`src/rtl/watchdog.sv`:
```
// Watchdog timer: arm with a period, service with kick, warn after one silent period, bite after a second.
// Optional window mode (early kicks bite) is compiled in when WATCHDOG_WINDOW_EN is defined.
module watchdog #(
  parameter int unsigned W = 8
) (
  input  logic         clock,
  input  logic         reset,
  input  logic [W-1:0] value,
  input  logic         start,
  input  logic         kick,
  input  logic         stop,
  output logic         active,
  output logic         warn,
  output logic         bite,
  output logic [W-1:0] count
);

  typedef enum logic [1:0] {
    IDLE  = 2'd0,
    ARMED = 2'd1,
    WARN  = 2'd2,
    BITE  = 2'd3
  } state_e;

  state_e       state_q, state_d;
  logic [W-1:0] count_q, count_d;
  logic [W-1:0] period_q, period_d;
  logic         last_tick;

  // State, countdown and period registers
  always_ff @(posedge clock or negedge reset) begin
    if (!reset) begin
      state_q  <= IDLE;
      count_q  <= '0;
      period_q <= '0;
    end else begin
      state_q  <= state_d;
      count_q  <= count_d;
      period_q <= period_d;
    end
  end

  // Next-state logic; priority is stop > kick > expiry
  always_comb begin
    state_d   = state_q;
    count_d   = count_q;
    period_d  = period_q;
    last_tick = (count_q <= W'(1));
    unique case (state_q)
      IDLE: begin
        count_d = '0;
        if (start && (value != '0)) begin
          period_d = value;
          count_d  = value;
          state_d  = ARMED;
        end
      end
      ARMED: begin
        if (stop) begin
          state_d = IDLE;
          count_d = '0;
        end else if (kick) begin
`ifdef WATCHDOG_WINDOW_EN
          if (count_q > (period_q >> 1)) begin
            state_d = BITE;
            count_d = '0;
          end else begin
            count_d = period_q;
          end
`else
          count_d = period_q;
`endif
        end else if (last_tick) begin
          state_d = WARN;
          count_d = period_q;
        end else begin
          count_d = count_q - W'(1);
        end
      end
      WARN: begin
        if (stop) begin
          state_d = IDLE;
          count_d = '0;
        end else if (kick) begin
          state_d = ARMED;
          count_d = period_q;
        end else if (last_tick) begin
          state_d = BITE;
          count_d = '0;
        end else begin
          count_d = count_q - W'(1);
        end
      end
      BITE: begin
        count_d = '0;
        if (stop) begin
          state_d = IDLE;
        end
      end
      default: begin
        state_d = IDLE;
        count_d = '0;
      end
    endcase
  end

  // Outputs decoded from registered state only
  assign active = (state_q != IDLE);
  assign warn   = (state_q == WARN);
  assign bite   = (state_q == BITE);
  assign count  = count_q;

endmodule

```
`config.mk`:
```
export PLATFORM = sky130hd
export DESIGN_NAME = watchdog
export DESIGN_NICKNAME = d
export VERILOG_FILES = /design/src/rtl/watchdog.sv
export SDC_FILE = /design/constraint.sdc
export NUM_CORES = 1
export LEC_CHECK = 0
export ABC_AREA = 1
export CAP_MARGIN = 15
export CORE_UTILIZATION = 45
export CTS_CLUSTER_DIAMETER = 50
export CTS_CLUSTER_SIZE = 25
export DETAILED_ROUTE_END_ITERATION = 8
export GPL_TIMING_DRIVEN = 0
export HOLD_SLACK_MARGIN = 0.15
export PLACE_DENSITY = 0.75
export RECOVER_POWER = 50
export SYNTH_ARGS = -nofsm -noshare
export SYNTH_HDL_FRONTEND = slang
export SYNTH_SLANG_ARGS = --single-unit
```
`constraint.sdc`:
```
create_clock -name clock -period 1.6 [get_ports clock]
set_clock_uncertainty 0.15 [all_clocks]
set_input_delay 0.32 -clock clock [delete_from_list [all_inputs] [get_ports clock]]
set_output_delay 0.32 -clock clock [all_outputs]
set_load 0.02 [all_outputs]
```
Yosys cells after proc, flatten, opt, wreduce, memory -nomap -nowiden
Cells that the tools add are included.
Word-level totals
  output and inout bits: 11
  bits in registers: 18
  input port bits: 13
Cells by class
  equality and inequality tests: 8
  $add $sub $neg: 1
  reduce and logical (&&, ||, !) cells: 6
  $lt $le $gt $ge: 1
  mux-type cells: 17
Operator list (number)
  8-bit 2-to-1 mux: 7
  8-bit one-hot mux with 4 select lines: 1
  2-bit 2-to-1 mux: 8
  8-bit by 1-bit <= comparator with 1-bit output, second input constant: 1
  2-bit one-hot mux with 4 select lines: 1
  8-bit nonzero test: 1
  8-bit by 1-bit subtractor with 8-bit output, second input constant: 1
  3-bit != test, second input constant: 2
  5-bit AND reduction: 1
  2-bit == test, second input constant: 2
  2-bit != test, second input constant: 2
  4-bit by 3-bit != test with 1-bit output, second input constant: 1
  2-bit by 1-bit == test with 1-bit output, second input constant: 1
  2-bit zero test: 1
  2-bit AND reduction: 1
  2-bit nonzero test: 1
  1-bit logical AND: 1

Depth between registers and ports, before layout
Gate-level depths: netlist of the first run.
  word-level depth: 5
  depth in mapped cells: 11
  depth with buffers taken out: 11

Worst setup path after synthesis of the first run
No wires, ideal clock.
  path kind: register to register
  from: reg count_q[0] (netlist: count[0])
  to: reg count_q[5] (netlist: count[5])
  required time: 1.385 ns
  buffers on the path: 0
  stages on the path, launching flop included: 12
  arrival: 1.439 ns
  setup slack: -0.054 ns
  setup time: 0.065 ns
  cells stage by stage: dfrtp_1 -> inv_1 -> ha_1 -> inv_2 -> nand2_1 -> nand2_1 -> nor2_2 -> nor2_2 -> nand3_1 -> nand2_1 -> nand2_1 -> nand2_1
On the way
  cells in the longest elaborated chain, start to end: 5
  elaborated cells on any way between the ends: 9
  classes of those cells: 1 x add/sub; 1 x order compare; 7 x mux
Ends and longest elaborated chain
  from (decl): line 26  | logic [W-1:0] count_q, count_d;
  from (signal assigned): line 38  | count_q <= count_d;
  8-bit by 1-bit subtractor with 8-bit output or 8-bit by 1-bit <= comparator with 1-bit output (tied branches): line 77, 91, 48
  8-bit 2-to-1 mux, on equally long branches: line 87, 73
  8-bit 2-to-1 mux, on equally long branches: line 84, 62
  8-bit 2-to-1 mux, on equally long branches: line 81, 59
  8-bit one-hot mux with 4 select lines *: line 49  | unique case (state_q)
  via count_d[5]: line 26
The timed path passes the listed nets; every way through them passes the cells marked *.
A chain may end at the register's enable or synchronous reset.

Worst setup path after layout of the first run
  from: reg state_q[1]
  to: out active
On the way
  cells in the longest elaborated chain, start to end: 1
Ends and longest elaborated chain
  from (decl): line 25  | state_e state_q, state_d;
  from (signal assigned): line 37  | state_q <= state_d;
  2-bit nonzero test: line 108  | assign active = (state_q != IDLE);
  to (decl): line 12  | output logic active,
No other way between the ends.

==> flow_summary.json, run 1 <==
{
  "hpwl_mm": 2.00,
  "synthesis.area_sq_um": 1120,
  "status": "finished, violations left",
  "total_leakage_power_nw": 0.866,
  "ff2ff_setup_slack_ns": -0.03,
  "r2r_cells": 10,
  "setup_viol": 10,
  "layout_commonest_cell": "nand2_1",
  "irDropWorstVdd_v": 0.00148,
  "violations": "setup timing",
  "ys_ff_latch": 18,
  "synth_top_family_by_area": "simple AND/OR/NAND/NOR gates",
  "final.period_utilization": 1.03,
  "initial_utilization": 0.494,
  "hold-path-cell-count": 2,
  "htreeDepth": 1,
  "rows": 17,
  "muxShareOfSynthArea": 0,
  "fin_nets": 225,
  "final_core_util": 0.739,
  "clk_latency_ns": 0.31,
  "track_usage": 0.243,
  "layout_common_cells": "69 x nand2_1, 14 x buf_4, 13 x dfrtp_1",
  "min_to": "period_q[5]",
  "fin_area_sq_um": 1680,
  "core-area_sq_um": 2280,
  "rsz0062_at_grt": "true",
  "worstMarginPinSlew_ns": 0.795,
  "syn-instance-count": 164,
  "cellPowerDensity_nw_per_um2": 2150,
  "wl_per_cell_microns": 13.0,
  "drive_above_1_share": 0.311,
  "ys_warn_count": 0,
  "place.gp.congestion": 0.807,
  "die_y_microns": 52.0,
  "slowest_delay_ns": 0.48,
  "slowest_stage": "dfrtp_2",
  "yosysUniqueCellTypes": 21,
  "vias_per_cell": 5.21,
  "first_global_vias": 1091,
  "grt_max_degree": 19,
  "wl_mm": 3.07,
  "numPortBuffers": 23,
  "worstReg2RegEnd": "count[6]",
  "hold_viol": 0,
  "die-area_sq_um": 2700,
  "drt_pass1_iterations": 4,
  "relSlewSlack": 0.468,
  "syn_to_final_growth_pct": 49.8,
  "die_x_microns": 52.0,
  "antenna_found_initial": 0,
  "overflow": 0,
  "place_area_sq_um": 1390,
  "arrival_ns": 1.17,
  "clk_pin_slew_ns": 0.12,
  "required_ns": 1.13,
  "crit_path_end_kind": "output pin",
  "critPathLaunchType": "flop",
  "drtIter0Drc": 30,
  "fin_crit_ns": 1.64,
  "cts_buffers": 3,
  "synth_nets": 179,
  "cts_sinks": 18,
  "cp_cell_sequence": "nor2_4 -> clkinv_4 -> buf_6",
  "root_buffer": "clkbuf_4",
  "cts_tree": "done",
  "hold_path.startpoint": "period_q[5]",
  "cap_violations": 0,
  "num_vias": 1234,
  "setup_slack_ns": -0.0423,
  "synthAdderAreaFrac": 0.0223,
  "crit_fanout": 4,
  "min_path_type": "reg2reg",
  "detail-route-antenna-nets": 0,
  "synth-simple-area-share": 0.438,
  "fmax_mhz": 609,
  "yosysSeqAreaShare": 0.401,
  "antenna_cells": 0,
  "critPathKind": "reg2out",
  "ios": 24,
  "drc": 0,
  "synth_compound_area_frac": 0.0791,
  "r2r-start": "count[0]",
  "drv_slew": 0,
  "syn_area_per_cell_sq_um": 6.85,
  "clockBufferDepth": 2,
  "fillers": 193,
  "grt_pass1_wl_mm": 4.73,
  "synth_xor_area_frac": 0
}
-- report_power, final --
part / internal [mW] / leakage (nW) / switching [mW]
sequential: 0.679 / 0.223 / 0.222
clock: 0.139 / 0.0210 / 0.153
combinational: 1.03 / 0.622 / 1.40
total: 1.84 / 0.866 / 1.78
-- cell usage after synthesis (all sizes together) --
cell / instances / area [sq um]
dfrtp: 18 / 450
o21bai: 1 / 7.51
nand4: 4 / 25.0
ha: 2 / 25.0
nand3: 8 / 50.1
nand2: 76 / 298
nor3: 2 / 15.0
nor2: 21 / 104
inv: 16 / 60.1
a21oi: 2 / 10.0
clkinv: 2 / 7.51
o21ai: 12 / 71.3
-- per-layer routing --
| metal | global-route usage | up-vias | routed length, microns |
|---|---|---|---|
| li1 | - | 609 | - |
| met1 | 0.297 | 561 | 1240 |
| met2 | 0.421 | 57 | 1570 |
| met3 | 0.0263 | 7 | 198 |
| met4 | 0.117 | 0 | 63 |
| met5 | 0 | - | 0 |
-- state kept, by name, summed over array words and instances (netlist names) --
name,cells
count,8
period_q,8
state_q,2
-- cell families after synthesis --
group / Yosys count
AO/OA/AOI/OAI: 15
flip-flops: 18
adder cells (fa/ha/maj): 2
AND/OR/NAND/NOR: 111
buffers and inverters: 18
-- per-stage QoR --
stage	hold WS, ns	setup TNS [ns]	power (mW)	setup WS (ns)	std cells
2_1_floorplan	-0.126	0	2.07	0.00716	164
4_1_cts	0.342	-0.436	3.28	-0.0917	227
5_1_grt	0.390	-0.988	3.90	-0.111	237
6_report	0.357	-0.174	3.62	-0.0423	237
3_5_place_dp	0.336	-3.87	2.65	-0.274	215
3_3_place_gp	0.330	-3.32	2.57	-0.225	215
-- area by class of cell --
| type | instances | area [sq um] | area share |
|---|---|---|---|
| tap | 28 | 35.0 | 0.0208 |
| multi-input combinational | 128 | 698 | 0.415 |
| sequential | 18 | 457 | 0.271 |
| clock buffer | 4 | 36.3 | 0.0216 |
| timing repair buffer | 41 | 379 | 0.225 |
| inverter | 18 | 77.6 | 0.0461 |
-- worst max-delay path by stage --
stage | cells past startpoint | from | endpoint | slack (ns)
after floorplan | 11 | count[1] | state_q[0] | 0.007
after global placement | 7 | value[7] | state_q[0] | -0.23
after detailed placement | 8 | value[7] | state_q[1] | -0.27
after CTS | 11 | count[0] | count[6] | -0.09
after global routing | 12 | count[0] | count[7] | -0.11
final | 3 | state_q[1] | active | -0.04
-- worst max-delay path, delay by kind of cell (launching register included) --
kind          cells  cell delay, ns
flops             1            0.48
buf+inv           2            0.22
simple gates      1            0.17
-- what timing repair did --
item	CTS	global route
pin swaps	16	8
setup buffers	8	10
endpoints found under the setup margin	21	17
hold buffers	0	0
gates cloned	0	0
gates resized for setup	52	14
Note: power is estimated with default switching activity, not from simulation.
==> run 2, diff against run 1 <==
- CORE_MARGIN: not set -> 10
==> flow_summary.json, run 2 (same netlist as run 1, synthesis figures left out) <==
{
  "layout_common_cells": "69 x nand2_1, 15 x dfrtp_1, 11 x clkdlybuf4s50_1",
  "clk_pin_slew_ns": 0.11,
  "wl_per_cell_microns": 12.7,
  "layout_commonest_cell": "nand2_1",
  "violations": "setup timing",
  "fin_crit_ns": 1.61,
  "die_x_microns": 70.0,
  "required_ns": 1.13,
  "min_path_type": "in2async",
  "drv_slew": 0,
  "antenna_found_initial": 0,
  "fillers": 211,
  "num_vias": 1154,
  "critPathKind": "reg2out",
  "antenna_cells": 0,
  "slowest_delay_ns": 0.45,
  "total_leakage_power_nw": 0.808,
  "cts_tree": "done",
  "cts_sinks": 18,
  "drc": 0,
  "arrival_ns": 1.14,
  "numPortBuffers": 23,
  "setup_viol": 2,
  "fin_cells": 230,
  "hpwl_mm": 2.21,
  "cellPowerDensity_nw_per_um2": 2140,
  "crit_fanout": 3,
  "detail-route-antenna-nets": 0,
  "die_y_microns": 70.0,
  "core-area_sq_um": 2430,
  "irDropWorstVdd_v": 0.00112,
  "wl_mm": 2.92,
  "grt_pass1_wl_mm": 4.80,
  "worstMarginPinSlew_ns": 0.779,
  "rsz0062_at_grt": "true",
  "fin_area_sq_um": 1570,
  "hold_viol": 0,
  "final_core_util": 0.647,
  "drtIter0Drc": 86,
  "critPathLaunchType": "flop",
  "cts_buffers": 3,
  "status": "finished, violations left",
  "vias_per_cell": 5.02,
  "place_area_sq_um": 1400,
  "slowest_stage": "dfrtp_2",
  "clockBufferDepth": 2,
  "tns_ns": -0.0130,
  "setup_slack_ns": -0.0127,
  "clk_latency_ns": 0.30,
  "fmax_mhz": 620,
  "fin_nets": 216,
  "ios": 24,
  "place.gp.congestion": 0.840,
  "die-area_sq_um": 4900,
  "htreeDepth": 1,
  "cap_violations": 0,
  "cp_cell_sequence": "nor2_4 -> clkinv_4 -> buf_6",
  "crit_path_end_kind": "output pin",
  "grt_max_degree": 19,
  "final.period_utilization": 1.01,
  "dp_cells": 217,
  "drt_pass1_iterations": 4,
  "relSlewSlack": 0.479,
  "root_buffer": "clkbuf_4",
  "first_global_vias": 1181,
  "syn_to_final_growth_pct": 40.0,
  "drive_above_1_share": 0.280,
  "track_usage": 0.115,
  "rows": 18,
  "initial_utilization": 0.462,
  "overflow": 0
}
[run 2: cell count changes in the layout (fill, tap and decap cells not counted), sizes merged]
cell	change
buf	-9
dlygate4sd2	-1
clkdlybuf4s15	-1
clkbuf	+2
[run 2: path summary, 6_finish.rpt]
path / from / to / slack, ns / cells past startpoint
worst min-delay path: reset / period_q[2] / 0.37 / 1
worst max register to register: count[1] / count[6] / 0.01 / 10
worst min register to register: period_q[0] / period_q[0] / 0.37 / 2
worst max-delay path: state_q[0] / active / -0.01 / 3
max in group asynchronous: reset / state_q[1] / 0.38 / 1
min in group clock: period_q[0] / period_q[0] / 0.37 / 2
[run 2: final cells by class]
class	count	area (sq um)	share of cell area
clock buffer	4	36.3	0.0231
timing repair buffer	32	294	0.187
inverter	18	75.1	0.0477
tap	30	37.5	0.0239
multi-input combinational	128	676	0.430
sequential	18	454	0.289
[run 2: through the flow]
step | hold slack [ns] | setup slack [ns] | power, mW
floorplan | -0.126 | 0.00716 | 2.07
global placement | 0.330 | -0.228 | 2.57
detailed placement | 0.341 | -0.251 | 2.66
CTS | 0.334 | -0.0511 | 3.11
global route | 0.390 | -0.102 | 3.63
finish | 0.368 | -0.0127 | 3.36
[run 2: critical path: cells and delay by family (launching register included)]
| family | cells | cell delay (ns) |
|---|---|---|
| flip-flops | 1 | 0.45 |
| buffers and inverters | 2 | 0.21 |
| AND/OR/NAND/NOR | 1 | 0.19 |
[run 2: timing repair]
action,4_1_cts,5_1_grt
resized for setup,37,24
buffers inserted,5,4
hold buffers,0,0
pin swaps,5,15
setup endpoints to repair,21,17
[run 2: power by group]
| part | internal [mW] | leakage [nW] | switching, mW |
|---|---|---|---|
| Sequential | 0.674 | 0.226 | 0.213 |
| Combinational | 0.886 | 0.561 | 1.30 |
| Clock | 0.139 | 0.0210 | 0.149 |
| Total | 1.70 | 0.808 | 1.66 |
[run 2: per-layer routing]
layer,GRT usage,vias to the layer above,share of wire
li1,-,587,-
met1,0.118,522,0.42
met2,0.201,36,0.49
met3,0.0240,9,0.055
met4,0.0811,0,0.033
met5,0,-,0
